===== src/rtl/uart_pkg.sv =====
// Shared UART definitions: default byte width and the TX feeder FSM state encoding.
package uart_pkg;

    localparam int DEF_DATA_WIDTH = 8;

    typedef enum logic [1:0] {
        IDLE      = 2'd0,
        ISSUE     = 2'd1,
        WAIT_BUSY = 2'd2,
        WAIT_DONE = 2'd3
    } feeder_state_e;

endpackage


===== src/rtl/uart_tx_feeder_if.sv =====
// Host write port plus UART_TX parallel handshake, grouped for the feeder.
interface uart_tx_feeder_if
    import uart_pkg::*;
#(
    parameter int DATA_WIDTH = DEF_DATA_WIDTH,
    parameter int FIFO_DEPTH = 8
);
    localparam int CW = $clog2(FIFO_DEPTH) + 1;

    logic [DATA_WIDTH-1:0] WR_DATA;
    logic                  WR_EN;
    logic                  FULL;
    logic                  EMPTY;
    logic [CW-1:0]         COUNT;
    logic                  OVERFLOW;
    logic [DATA_WIDTH-1:0] TX_P_DATA;
    logic                  TX_DATA_VALID;
    logic                  TX_BUSY;
    logic                  TX_ERR;

    // Host / transmitter side.
    modport master (
        output WR_DATA, WR_EN, TX_BUSY,
        input  FULL, EMPTY, COUNT, OVERFLOW, TX_P_DATA, TX_DATA_VALID, TX_ERR
    );

    // Feeder side.
    modport slave (
        input  WR_DATA, WR_EN, TX_BUSY,
        output FULL, EMPTY, COUNT, OVERFLOW, TX_P_DATA, TX_DATA_VALID, TX_ERR
    );

endinterface


===== src/rtl/uart_sync_fifo.sv =====
// Single-clock byte FIFO; occupancy counter drives registered full/empty and the overflow pulse.
module uart_sync_fifo
    import uart_pkg::*;
#(
    parameter int DATA_WIDTH = DEF_DATA_WIDTH,
    parameter int FIFO_DEPTH = 8
) (
    input  logic                             clk,
    input  logic                             rst,
    input  logic [DATA_WIDTH-1:0]            wr_data,
    input  logic                             wr_en,
    input  logic                             pop,
    output logic [DATA_WIDTH-1:0]            rd_data,
    output logic                             full,
    output logic                             empty,
    output logic [$clog2(FIFO_DEPTH):0]      count,
    output logic                             overflow
);
    localparam int PW = $clog2(FIFO_DEPTH);
    localparam int CW = PW + 1;

    logic [DATA_WIDTH-1:0] mem_q [FIFO_DEPTH];
    logic [DATA_WIDTH-1:0] mem_d [FIFO_DEPTH];
    logic [PW-1:0]         wr_ptr_q, wr_ptr_d;
    logic [PW-1:0]         rd_ptr_q, rd_ptr_d;
    logic [CW-1:0]         count_q, count_d;
    logic                  full_q, full_d;
    logic                  empty_q, empty_d;
    logic                  overflow_q, overflow_d;
    logic                  wr_acc;
    logic                  pop_acc;

    // Writes look only at the registered full flag, so a same-cycle pop never frees a slot.
    always_comb begin
        wr_acc     = wr_en & ~full_q;
        pop_acc    = pop & ~empty_q;
        mem_d      = mem_q;
        wr_ptr_d   = wr_ptr_q;
        rd_ptr_d   = rd_ptr_q;
        if (wr_acc) begin
            mem_d[wr_ptr_q] = wr_data;
            wr_ptr_d        = wr_ptr_q + PW'(1);
        end
        if (pop_acc) begin
            rd_ptr_d = rd_ptr_q + PW'(1);
        end
        count_d    = count_q + CW'(wr_acc) - CW'(pop_acc);
        full_d     = (count_d == CW'(FIFO_DEPTH));
        empty_d    = (count_d == '0);
        overflow_d = wr_en & full_q;
    end

    always_ff @(posedge clk) begin
        if (!rst) begin
            wr_ptr_q   <= '0;
            rd_ptr_q   <= '0;
            count_q    <= '0;
            full_q     <= 1'b0;
            empty_q    <= 1'b1;
            overflow_q <= 1'b0;
        end else begin
            wr_ptr_q   <= wr_ptr_d;
            rd_ptr_q   <= rd_ptr_d;
            count_q    <= count_d;
            full_q     <= full_d;
            empty_q    <= empty_d;
            overflow_q <= overflow_d;
        end
    end

    always_ff @(posedge clk) begin
        mem_q <= mem_d;
    end

    assign rd_data  = mem_q[rd_ptr_q];
    assign full     = full_q;
    assign empty    = empty_q;
    assign count    = count_q;
    assign overflow = overflow_q;

endmodule


===== src/rtl/uart_tx_feeder.sv =====
// Drains the byte FIFO into UART_TX: one valid pulse per byte, paced on the transmitter's Busy.
//
// state     | meaning
// IDLE      | waiting for a byte; pops the FIFO head into TX_P_DATA
// ISSUE     | TX_DATA_VALID high for this single cycle
// WAIT_BUSY | waiting for Busy to rise; gives up after BUSY_TIMEOUT cycles
// WAIT_DONE | frame on the line; waiting for Busy to fall
module uart_tx_feeder
    import uart_pkg::*;
#(
    parameter int DATA_WIDTH   = DEF_DATA_WIDTH,
    parameter int FIFO_DEPTH   = 8,
    parameter int BUSY_TIMEOUT = 4
) (
    input  logic             CLK,
    input  logic             RST,
    uart_tx_feeder_if.slave  bus
);
    localparam int TW = $clog2(BUSY_TIMEOUT + 1);

    feeder_state_e         state_q, state_d;
    logic [DATA_WIDTH-1:0] p_data_q, p_data_d;
    logic                  valid_q, valid_d;
    logic                  err_q, err_d;
    logic [TW-1:0]         tmo_q, tmo_d;
    logic [TW-1:0]         tmo_inc;
    logic                  pop;
    logic                  fifo_empty;
    logic [DATA_WIDTH-1:0] fifo_rd_data;

    uart_sync_fifo #(
        .DATA_WIDTH (DATA_WIDTH),
        .FIFO_DEPTH (FIFO_DEPTH)
    ) u_fifo (
        .clk      (CLK),
        .rst      (RST),
        .wr_data  (bus.WR_DATA),
        .wr_en    (bus.WR_EN),
        .pop      (pop),
        .rd_data  (fifo_rd_data),
        .full     (bus.FULL),
        .empty    (fifo_empty),
        .count    (bus.COUNT),
        .overflow (bus.OVERFLOW)
    );

    always_comb begin
        state_d  = state_q;
        p_data_d = p_data_q;
        err_d    = err_q;
        tmo_d    = tmo_q;
        tmo_inc  = tmo_q + TW'(1);
        pop      = 1'b0;
        case (state_q)
            IDLE: begin
                if (!fifo_empty) begin
                    pop      = 1'b1;
                    p_data_d = fifo_rd_data;
                    state_d  = ISSUE;
                end
            end
            ISSUE: begin
                tmo_d   = '0;
                state_d = WAIT_BUSY;
            end
            WAIT_BUSY: begin
                if (bus.TX_BUSY) begin
                    state_d = WAIT_DONE;
                end else begin
                    tmo_d = tmo_inc;
                    // Busy never came: the byte is abandoned and the error latches.
                    if (tmo_inc == TW'(BUSY_TIMEOUT)) begin
                        err_d   = 1'b1;
                        state_d = IDLE;
                    end
                end
            end
            WAIT_DONE: begin
                if (!bus.TX_BUSY) begin
                    state_d = IDLE;
                end
            end
            default: state_d = IDLE;
        endcase
        valid_d = (state_d == ISSUE);
    end

    always_ff @(posedge CLK) begin
        if (!RST) begin
            state_q  <= IDLE;
            p_data_q <= '0;
            valid_q  <= 1'b0;
            err_q    <= 1'b0;
            tmo_q    <= '0;
        end else begin
            state_q  <= state_d;
            p_data_q <= p_data_d;
            valid_q  <= valid_d;
            err_q    <= err_d;
            tmo_q    <= tmo_d;
        end
    end

    assign bus.EMPTY         = fifo_empty;
    assign bus.TX_P_DATA     = p_data_q;
    assign bus.TX_DATA_VALID = valid_q;
    assign bus.TX_ERR        = err_q;

endmodule


===== src/flat_wrapper.sv =====
// flat-port wrapper written by rule: the top's interface ports become plain ports
module uart_tx_feeder_flat import uart_pkg::*;
#(
    parameter int DATA_WIDTH   = DEF_DATA_WIDTH,
    parameter int FIFO_DEPTH   = 8,
    parameter int BUSY_TIMEOUT = 4
)
  (CLK, RST, bus_WR_DATA, bus_WR_EN, bus_TX_BUSY, bus_FULL, bus_EMPTY, bus_COUNT, bus_OVERFLOW, bus_TX_P_DATA, bus_TX_DATA_VALID, bus_TX_ERR);
  uart_tx_feeder_if #(.DATA_WIDTH(DATA_WIDTH), .FIFO_DEPTH(FIFO_DEPTH)) bus_i ();
  input  logic CLK;
  input  logic RST;
  input wire logic [$bits(bus_i.WR_DATA)-1:0] bus_WR_DATA;
  input wire logic [$bits(bus_i.WR_EN)-1:0] bus_WR_EN;
  input wire logic [$bits(bus_i.TX_BUSY)-1:0] bus_TX_BUSY;
  output wire logic [$bits(bus_i.FULL)-1:0] bus_FULL;
  output wire logic [$bits(bus_i.EMPTY)-1:0] bus_EMPTY;
  output wire logic [$bits(bus_i.COUNT)-1:0] bus_COUNT;
  output wire logic [$bits(bus_i.OVERFLOW)-1:0] bus_OVERFLOW;
  output wire logic [$bits(bus_i.TX_P_DATA)-1:0] bus_TX_P_DATA;
  output wire logic [$bits(bus_i.TX_DATA_VALID)-1:0] bus_TX_DATA_VALID;
  output wire logic [$bits(bus_i.TX_ERR)-1:0] bus_TX_ERR;
  assign bus_i.WR_DATA = bus_WR_DATA;
  assign bus_i.WR_EN = bus_WR_EN;
  assign bus_i.TX_BUSY = bus_TX_BUSY;
  assign bus_FULL = bus_i.FULL;
  assign bus_EMPTY = bus_i.EMPTY;
  assign bus_COUNT = bus_i.COUNT;
  assign bus_OVERFLOW = bus_i.OVERFLOW;
  assign bus_TX_P_DATA = bus_i.TX_P_DATA;
  assign bus_TX_DATA_VALID = bus_i.TX_DATA_VALID;
  assign bus_TX_ERR = bus_i.TX_ERR;
  uart_tx_feeder #(.DATA_WIDTH(DATA_WIDTH), .FIFO_DEPTH(FIFO_DEPTH), .BUSY_TIMEOUT(BUSY_TIMEOUT)) u_core (.CLK(CLK), .RST(RST), .bus(bus_i));
endmodule

===== config.mk =====
export PLATFORM = sky130hd
export DESIGN_NAME = uart_tx_feeder_flat
export DESIGN_NICKNAME = d
export VERILOG_FILES = /design/src/rtl/uart_pkg.sv /design/src/rtl/uart_tx_feeder_if.sv /design/src/rtl/uart_sync_fifo.sv /design/src/rtl/uart_tx_feeder.sv /design/src/flat_wrapper.sv
export SDC_FILE = /design/constraint.sdc
export NUM_CORES = 1
export LEC_CHECK = 0
export CAP_MARGIN = 20
export CORE_MARGIN = 3
export CORE_UTILIZATION = 50
export CTS_CLUSTER_SIZE = 28
export DETAILED_ROUTE_END_ITERATION = 7
export PLACE_DENSITY = 0.7
export SLEW_MARGIN = 20
export SYNTH_ARGS = -nofsm -noshare
export SYNTH_HDL_FRONTEND = slang
export SYNTH_HIERARCHICAL = 1
export SYNTH_SLANG_ARGS = --single-unit

===== constraint.sdc =====
create_clock -name CLK -period 3.82 [get_ports CLK]
set_clock_uncertainty 0.2 [all_clocks]
set_input_delay 0.764 -clock CLK [delete_from_list [all_inputs] [get_ports CLK]]
set_output_delay 0.764 -clock CLK [all_outputs]
set_load 0.02 [all_outputs]

# After elaboration in Yosys (flattened, before gate mapping)
# Index checks and enable logic that the tools add are counted.
# word_totals
register_bits	92
inputBits	12
out_inout_bits	17
word_cells	64
# op_classes
add_sub_neg	5
magnitude_cmp	3
n_eq_ne	7
n_mux	15
bitwise	8
n_reduce_logical	7
# ops
cell	n
$bwmux W64	1
$bmux W8 S3	1
$demux W8 S3	1
$mux W8	3
$add A3 B1 Y3 const B	3
$ge A4 B4 Y1 const B	2
$mux W2	4
$not A3 Y4	2
$pmux W2 S4	1
$pmux W3 S2	1
$add A4 B1 Y4	1
$eq A2 B1 Y1 const B	2
$eq A2 B2 Y1 const B	2
$eq A4 B4 Y1 const B	1
$logic_not A4 Y1	1
$lt A4 B1 Y1 const B	1
$reduce_and A2 Y1	2
$sub A4 B1 Y4	1
$and A1 B1 Y1	3
$eq A3 B3 Y1 const B	1
$mux W3	1
$not A1 Y1	3
$reduce_and A3 Y1	1
$logic_not A2 Y1	1
other kinds (4)	5

# Longest topological paths before layout
# logic_depth
word_depth	6
mapped_depth	12
mapped_depth_nobuf	10

# Hierarchy
# The synthesis kept the hierarchy.
# modules_own_cells
mod	n_inst	cells_per_inst	area_per_inst_um2	seq_area_each_um2
uart_sync_fifo	1	165	3128.0	2182.1
uart_tx_feeder	1	73	708.2	300.3

# Least setup slack after synthesis
# No wires, ideal clock.
# synth_path
kind	register -> register
start	register u_core.state_q[0]
end	register u_core.u_fifo.empty_q (netlist: u_core/u_fifo/empty)
setup_time_ns	0.087
arrival_time_ns	2.649
path_slack_ns	0.884
path_stages_with_launch	12
period_less_slack_ns	2.936
path_cell_list	dfxtp_1 buf_6 or3_1 buf_6 clkinv_8 nor2b_1 ha_1 inv_1 ha_1 fa_1 or3_1 o31ai_1
# synth_between
elab_chain_cells	5
# synth_rtl
element	line_no	rtl
start: declaration	uart_tx_feeder.sv:21	feeder_state_e state_q, state_d;
start signal: assignment	uart_tx_feeder.sv:96	state_q <= state_d;
$logic_not A2 Y1	uart_tx_feeder.sv:54	case (state_q)
$mux W1	uart_tx_feeder.sv:54	
via u_core.pop	uart_tx_feeder.sv:27	logic pop;
$and A1 B1 Y1	uart_sync_fifo.sv:36	pop_acc = pop & ~empty_q;
via u_core.u_fifo.pop_acc	uart_sync_fifo.sv:31	logic pop_acc;
$sub A4 B1 Y4	uart_sync_fifo.sv:47	count_d = count_q + CW'(wr_acc) - CW'(pop_acc);
via u_core.u_fifo.count_d[1]	uart_sync_fifo.sv:26	logic [CW-1:0] count_q, count_d;
$logic_not A4 Y1	uart_sync_fifo.sv:49	empty_d = (count_d == '0);
end signal: assignment	uart_sync_fifo.sv:66	empty_q <= empty_d;
end: declaration	uart_sync_fifo.sv:28	logic empty_q, empty_d;
# The timed path passes the listed nets, and every way through them passes these cells.
# A chain may end at the register's enable or synchronous reset.

# Worst setup path after layout
# layout_path
start	register u_core.state_q[1]
end	register u_core.u_fifo.empty_q (netlist: u_core/u_fifo/empty)
# The elaborated chain is that of the path after synthesis.

==> flow_metrics.env <==
export IMPL_met2_usage=0.280
export IMPL_worst_pin_slew_ns=0.997
export IMPL_power_leakage_nw=1.53
export IMPL_num_vias=2020
export IMPL_startpoint_type="register"
export IMPL_p_total_mw=2.65
export IMPL_clock_fmax_ghz=0.299
export IMPL_cts_root_buffer="clkbuf_8"
export IMPL_p_clk_frac=0.230
export IMPL_grt_pass1_vias=2037
export IMPL_status="completed"
export IMPL_path_clk_slew_ns=0.08
export IMPL_syn_inst=238
export IMPL_finalNetCount=299
export IMPL_rsz0062_at_grt="false"
export IMPL_grt_busiest_layer="met2"
export IMPL_first_pass_iters=4
export IMPL_postCtsResizedCells=0
export IMPL_io_buffer_count=28
export IMPL_final_common_cell="edfxtp_1"
export IMPL_cts_buffers=9
export IMPL_final_util=0.604
export IMPL_floorplan_initialDensity=0.523
export IMPL_p_switching_mw=0.788
export IMPL_synth_top_cell_area_share=0.501
export IMPL_drive_above_1_share=0.148
export IMPL_slew_headroom=0.335
export IMPL_remaining_drc_errors=0
export IMPL_h_tree_depth=3
export IMPL_place_congestion=0.782
export IMPL_criticalPathCategory="register to register"
export IMPL_intPower_mw=1.86
export IMPL_synth_cell_types=41
export IMPL_crit_path_end_kind="register"
export IMPL_grt_max_degree=22
export IMPL_critPathMaxFanout=13
export IMPL_rows=31
export IMPL_drv_slew=0
export IMPL_synth_seq_area_share=0.647
export IMPL_clk_latency_ns=0.34
export IMPL_post_place_ws_ns=0.418
export IMPL_cts_setup_buffers=0
export IMPL_die_y_um=93.6
export IMPL_ant_nets=0
export IMPL_wl_um=6440
export IMPL_gr_total_overflow=0
export IMPL_peakVddDrop_uv=234
export IMPL_dp_hpwl_um=4370
export IMPL_min_period_over_period=0.875
export IMPL_final_cell_mix="edfxtp_1, clkdlybuf4s50_1, dfxtp_1, nand2_1, mux4_1"
export IMPL_synth_top_area_cell="edfxtp_1"
export IMPL_fillCellCount=543
export IMPL_setup_tns_ns=0
export IMPL_die_area_um2=8760
export IMPL_finalHoldViolCount=0
export IMPL_period_needed_ns=3.34
export IMPL_wl_per_cell_um=16.9
export IMPL_fin_ws_ns=0.478
export IMPL_io_pins=29
export IMPL_cap_violations=0
export IMPL_setup_viol=0
export IMPL_p_sw_frac=0.297
export IMPL_syn2layout_area_growth_pct=15.3
export IMPL_ys_ff_latch=92
export IMPL_powerDensity_nw_per_um2=599
export IMPL_cts_hold_buf=0
export IMPL_grt_pass1_wl_um=10500
export IMPL_cts_tree="done"
export IMPL_power_frac_comb=0.282
export IMPL_syn_nets=259
export IMPL_vias_per_cell=5.29
export IMPL_num_antenna_cells=0
export IMPL_syn_avg_cell_area_um2=16.1
export IMPL_core_um2=7330
export IMPL_seqPwrFrac=0.488
export IMPL_required_ns=3.88
export IMPL_die_w_um=93.6
export IMPL_met3_usage=0.0306
export IMPL_yosys_top_cells_area="edfxtp_1, dfxtp_1, mux4_1, ha_1, a21boi_2"
export IMPL_antenna_found_initial=0
export IMPL_grtUsageMet1=0.202
export IMPL_ys_warn_count=6
export IMPL_drt_iter0_drc=82
export IMPL_track_usage=0.163
export IMPL_critPathArrivalTime_ns=3.40
export IMPL_numClockSinks=92
export IMPL_syn_area_um2=3840
export IMPL_cts_path_max_buffers=2
export IMPL_min_path_type="register to register"
final cells by class:
cell class              instances  area [um^2]  share of cell area
clock inverters                 5         52.6              0.0119
inverters                       7         38.8             0.00877
clock buffers                  11          131              0.0297
well taps                      99          124              0.0280
repair buffers                 38          355              0.0803
multi-input cells             130         1240               0.280
flip-flops and latches         92         2480               0.561
routing by layer:
metal,routed length (um),part of all wire
met4,109,0.017
met3,238,0.037
met2,3350,0.52
met5,0,0
met1,2740,0.43
synth_stat cells (all sizes together):
| library cell | count |
|---|---|
| mux4 | 16 |
| a41oi | 1 |
| or3 | 2 |
| clkinv | 1 |
| nor2 | 14 |
| and4bb | 1 |
| mux2i | 2 |
| nor3 | 3 |
| nand3b | 2 |
| o211ai | 1 |
| a21oi | 6 |
| and3 | 3 |
| mux2 | 8 |
| nand2 | 20 |
| xor2 | 4 |
| nor4 | 1 |
| or4bb | 1 |
| nor2b | 4 |
| and3b | 1 |
| and2 | 4 |
| fa | 1 |
| nand3 | 1 |
| nor3b | 3 |
| o31a | 1 |
| o21a | 1 |
| a21o | 1 |
| ha | 8 |
| inv | 6 |
| clkbuf | 3 |
| xnor2 | 3 |
| dfxtp | 28 |
| o31ai | 1 |
| o21ai | 1 |
| buf | 6 |
| a21boi | 11 |
| nand2b | 4 |
| edfxtp | 64 |
power by group through the flow:
stage,combinational (mW),sequential [mW],clock (mW)
final,0.748,1.29,0.609
after global routing,0.827,1.31,0.674
after CTS,0.756,1.30,0.625
after detailed placement,0.752,1.32,0
after global placement,0.735,1.32,0
after floorplan,0.530,1.32,0
cell families after synthesis:
logic type / share of synthesized area
AOI/OAI and AO/OA: 0.0512
and+or+nand+nor: 0.0864
adders and majority gates: 0.0313
muxes: 0.138
xor gates and xnor gates: 0.0160
buffers and inverters: 0.0297
DFF: 0.647
worst max-delay path, cell delays in order, from the launching register on:
cell and delay, ns:
dfxtp_1 0.43, or3_1 0.63, clkinv_8 0.14, nor2b_1 0.29
ha_1 0.29, inv_1 0.06, ha_1 0.20, fa_1 0.45
or3_1 0.38, o31ai_1 0.20
registers in the layout, summed over array words and instances (netlist names):
register,cells
u_core/u_fifo/count,4
u_core/bus.TX_P_DATA,8
u_core/bus.TX_ERR,1
u_core/u_fifo/wr_ptr_q,3
u_core/u_fifo/full,1
u_core/u_fifo/empty,1
u_core/u_fifo/overflow,1
u_core/tmo_q,3
u_core/u_fifo/rd_ptr_q,3
u_core/bus.TX_DATA_VALID,1
u_core/u_fifo/mem_q,64
u_core/state_q,2
worst paths after layout:
path / from / end / slack [ns] / depth (start not counted)
max: u_core/state_q[1] / u_core/u_fifo/empty / 0.48 / 9
min: u_core/bus.TX_P_DATA[6] / u_core/bus.TX_P_DATA[6] / 0.27 / 2
max reg2reg: u_core/state_q[1] / u_core/u_fifo/empty / 0.48 / 9
min reg2reg: u_core/bus.TX_P_DATA[6] / u_core/bus.TX_P_DATA[6] / 0.27 / 2
metrics by stage:
stage / hold slack (ns) / std cells / instance area, um^2
after floorplan: 0.292 / 238 / 3840
after global placement: 0.259 / 366 / 4240
after detailed placement: 0.262 / 366 / 4240
after CTS: 0.273 / 382 / 4420
after global routing: 0.299 / 382 / 4420
final: 0.270 / 382 / 4420
No activity file was read; power rests on OpenSTA's default activity.
==> variant 1, RTL diff (config.mk and constraints unchanged) <==
`BUSY_TIMEOUT` is set to 4 in 2 places; all go to 8.
--- a/src/rtl/uart_tx_feeder.sv
+++ b/src/rtl/uart_tx_feeder.sv
@@ -12,3 +12,3 @@
     parameter int FIFO_DEPTH   = 8,
-    parameter int BUSY_TIMEOUT = 4
+    parameter int BUSY_TIMEOUT = 8
 ) (
--- a/src/flat_wrapper.sv
+++ b/src/flat_wrapper.sv
@@ -5,3 +5,3 @@
     parameter int FIFO_DEPTH   = 8,
-    parameter int BUSY_TIMEOUT = 4
+    parameter int BUSY_TIMEOUT = 8
 )
Formal check against the unedited RTL: not equivalent (a bounded check fails within 10 cycles, from zero or initial values and one cycle with RST low).
==> variant 1 against the unedited design <==
- combinational power grew 1%
- maximum frequency is 2.9% higher
- routed wire length increased by 4.7%
- synthesized area up 1.9%
- total power increased by 4.0%
- final area rose by 2.5%
- sequential cell count is 1 higher
- setup slack improved by 93 ps
- clock power is 13% higher
- largest power group unchanged
==> variant 1: results (changes against the unedited design) <==
Worst endpoint data arrival time - 3330 ps (-70 ps)
Area Growth Syn to Fin - 16.04%
Core Region - 7408 um2 (+1.1%)
Power Combinational - 0.759 mW (+1%)
DP HPWL - 4.462 mm (+2.0%)
WL met2 - 3.333 mm (-0.39%)
Post-Synth Adder-Cell Area - 2.754% (-0.38 points)
Synth Area in XOR/XNOR - 1.569% (-0.029 points)
Vias/cell - 5.419 (+2.5%)
Mux share of post-synthesis cell area - 13.58% (-0.25 points)
Compound-cell area share of the yosys netlist - 4.995% (-0.13 points)
Pleak - 1.551 nW (+1.4%)
Fin cells - 391 (+2.4%)
Outcome - finished clean
Slew @ Worst Pin - 1007 ps (+10.51 ps)
M3 GR Usage - 3.745% (+0.69 points)
M1 WL - 3.004 mm (+9.5%)
Layout fillers - 568 (+4.6%)
Sequential cell area share - 55.19% (-0.92 points)
Clock network power share - 25.0% (+2.0 points)
Layout cells sized above 1 - 15.41% (+0.57 points)
Worst IR Drop VDD - 0.2498 mV (+6.8%)
Gr usage total - 17.00% (+0.66 points)
Clock-cell share - 4.663% (+0.51 points)
Mapped Nets - 267 (+3.1%)
Global-route wire length before repair - 11.08 mm (+5.7%)
Top cells by area, synth - edfxtp_1 (49%), dfxtp_1 (15%), mux4_1 (11%)
Number of multi-input logic gates - 136 (+4.6%)
Met1 Use GR - 21.35% (+1.2 points)
WL met3 - 333 um (+40%)
Vias in the first global route - 2181 (+7.1%)
Logic pwr share - 27.5% (-0.7 points)
Hold Path Origin - u_core/bus.TX_P_DATA[2]
Largest net degree at the start of global routing - 26 (+18%)
Final-layout clock buffer total - 9 (-2)
Clk sinks - 93 (+1.1%)
Syn Inst Count - 247 (+3.8%)
Place WS - 403.9 ps (-13.59 ps)
Worst stage delay on the critical path - 520 ps (-110 ps)
Top cells by count, synth - edfxtp_1 (64), dfxtp_1 (29), nand2_1 (23)
Placed cell areas - 4323 um2 (+1.9%)
WL final - 6.743 mm (+4.7%)
Worst-Skew Late Latency - 360 ps (+20 ps)
Placed cells - 375 (+2.5%)
-- variant 1: cell types whose count changed in the layout (fill, tap and decap cells not counted), moves of 2 or more --
| cell | before | now |
|---|---|---|
| inv_8 | 0 | 3 |
| nand2_1 | 20 | 23 |
| buf_4 | 10 | 12 |
| clkbuf_1 | 2 | 0 |
| clkinv_1 | 2 | 0 |
| nor2b_1 | 4 | 2 |
-- variant 1: path summary, 6_finish.rpt --
check | to | slack (ps) | cells after the start
setup / recovery | u_core/u_fifo/empty | 570 | 9
hold / removal | u_core/bus.TX_P_DATA[2] | 270 | 2
setup reg to reg | u_core/u_fifo/empty | 570 | 9
hold reg to reg | u_core/bus.TX_P_DATA[2] | 270 | 2
-- variant 1: cells by family (layout without fill, tap and decap cells) --
logic type,count (synthesis),count (layout)
fa+ha+maj,8,8
flops,93,93
mux,26,26
xor+xnor,7,7
compound gates,23,23
simple gates,72,72
buf+inv,18,63
==> variant 2, RTL diff (same settings) <==
Without the edit above. Re-encode `feeder_state_e` (4 states) as one-hot, 4 bits wide.
--- a/src/rtl/uart_pkg.sv
+++ b/src/rtl/uart_pkg.sv
@@ -5,7 +5,7 @@
 
-    typedef enum logic [1:0] {
-        IDLE      = 2'd0,
-        ISSUE     = 2'd1,
-        WAIT_BUSY = 2'd2,
-        WAIT_DONE = 2'd3
+    typedef enum logic [3:0] {
+        IDLE      = 4'b0001,
+        ISSUE     = 4'b0010,
+        WAIT_BUSY = 4'b0100,
+        WAIT_DONE = 4'b1000
     } feeder_state_e;
Behaviour: same outputs for any inputs over 10 cycles, from zero or initial values and one cycle with RST low; not proved beyond that.
==> variant 2 against the unedited design <==
- total power decreased by 0.34%
- setup slack improved by 65 ps
- sequential cell count increased by 2
- critical path depth unchanged
- sequential share of layout area increased by 0.079 points
- final area increased by 1.5%
- count of clock-buffer cells in the layout decreased by 2
- global-route usage decreased by 0.80 points
- synthesized area increased by 3.0%
- routed wire length increased by 1.8%
- critical path type unchanged
==> variant 2: results (changes against the unedited design) <==
Outcome - finished clean
Drt first pass iters - 4 (unchanged)
Compound-cell area share of the yosys netlist - 4.338% (-0.78 points)
Number of multi-input logic gates - 141 (+8.5%)
Worst IR Drop VDD - 0.2976 mV (+27%)
Slew HR - 37.70% (+4.2 points)
Layout fillers - 581 (+7.0%)
GPL Wtd Cong - 0.7730 (-1.2%)
Footprint of the multi-input gates - 1291 um2 (+4.1%)
Nets - 315 (+5.4%)
Mux share of post-synthesis cell area - 13.68% (-0.15 points)
M1 WL - 3.086 mm (+12%)
Yosys cell types - 42 (+2.4%)
DP HPWL - 4.401 mm (+0.61%)
Seq cells - 94 (+2.2%)
Logic pwr share - 29.2% (+1.0 points)
Largest net degree at the start of global routing - 19 (-14%)
Post-Synth Adder-Cell Area - 3.040% (-0.091 points)
Synth Area in XOR/XNOR - 1.995% (+0.40 points)
Vias in the first global route - 2091 (+2.7%)
Worst endpoint data arrival time - 3340 ps (-60 ps)
Maximum fanout along the worst path - 11 (-2)
Bufs w/o clock - 37 (-2.6%)
Clock network power share - 20.8% (-2.2 points)
Vias/cell - 5.489 (+3.8%)
Clock-cell share - 3.623% (-0.53 points)
WL met3 - 212 um (-11%)
Gr usage total - 15.53% (-0.80 points)
WL met2 - 3.204 mm (-4.2%)
Multi-input combinational area share - 28.76% (+0.74 points)
Layout cells sized above 1 - 11.74% (-3.1 points)
WL final - 6.556 mm (+1.8%)
P_sw - 0.8072 mW (+2.5%)
Placed cell areas - 4327 um2 (+2.0%)
Sequential cell area share - 56.19% (+0.079 points)
Int Power - 1.834 mW (-1.5%)
Core Region - 7447 um2 (+1.6%)
Top cells by count, synth - edfxtp_1 (64), dfxtp_1 (30), mux4_1 (16), nor2_1 (16), a21oi_1 (12)
Global-route wire length before repair - 10.32 mm (-1.6%)
Reg clk slew, reported paths - 90 ps
Signal buf overhead - 7.748% (-0.28 points)
Initial DRC Count - 93 (+13%)
Top cells by area, synth - edfxtp_1 (49%), dfxtp_1 (15%), mux4_1 (11%)
Sequential-to-total area share from yosys stat - 63.84% (-0.87 points)
[variant 2: cell count changes after synthesis, moves of 3 or more]
cell,before,now
o21ai_0,1,9
a211oi_1,0,3
inv_1,6,11
nand3_1,1,10
a21boi_2,8,0
a21oi_1,6,12
nand2_1,20,6
nor4_1,1,4
[variant 2: final timing paths]
kind              slack, ps               from                   to
setup / recovery        540  u_core/state_q[0]  u_core/u_fifo/empty
hold reg to reg         250  u_core/bus.TX_ERR    u_core/bus.TX_ERR
setup reg to reg        540  u_core/state_q[0]  u_core/u_fifo/empty
hold / removal          250  u_core/bus.TX_ERR    u_core/bus.TX_ERR
[variant 2: critical path, stage by stage, from the launching register on]
cell and delay, ps:
dfxtp_1 500, or3b_4 480, nor2_1 160, nor2b_1 320
ha_1 290, inv_1 50, ha_1 190, fa_1 440
or3_1 380, o31ai_1 190
[variant 2: stage by stage]
| step | setup slack (ps) | hold slack (ps) | instances |
|---|---|---|---|
| after floorplan | 803.2 | 255.2 | 258 |
| after global placement | 505.6 | 236.4 | 382 |
| after detailed placement | 459.3 | 242.8 | 382 |
| after CTS | 521.4 | 256.3 | 397 |
| after global routing | 324.1 | 266.9 | 397 |
| final | 543.7 | 252.2 | 397 |
[variant 2: per-layer routing]
| metal | track usage, % | vias up |
|---|---|---|
| li1 | - | 1063 |
| met1 | 19.31 | 1078 |
| met2 | 26.42 | 32 |
| met3 | 4.382 | 6 |
| met4 | 4.688 | 0 |
| met5 | 0 | - |
[variant 2: cells by family (layout without fill, tap and decap cells)]
logic type / Yosys count / count (layout)
flops: 94 / 94
simple gates: 66 / 66
compound gates: 30 / 30
mux: 27 / 27
buf+inv: 23 / 63
fa+ha+maj: 9 / 9
xor+xnor: 9 / 9
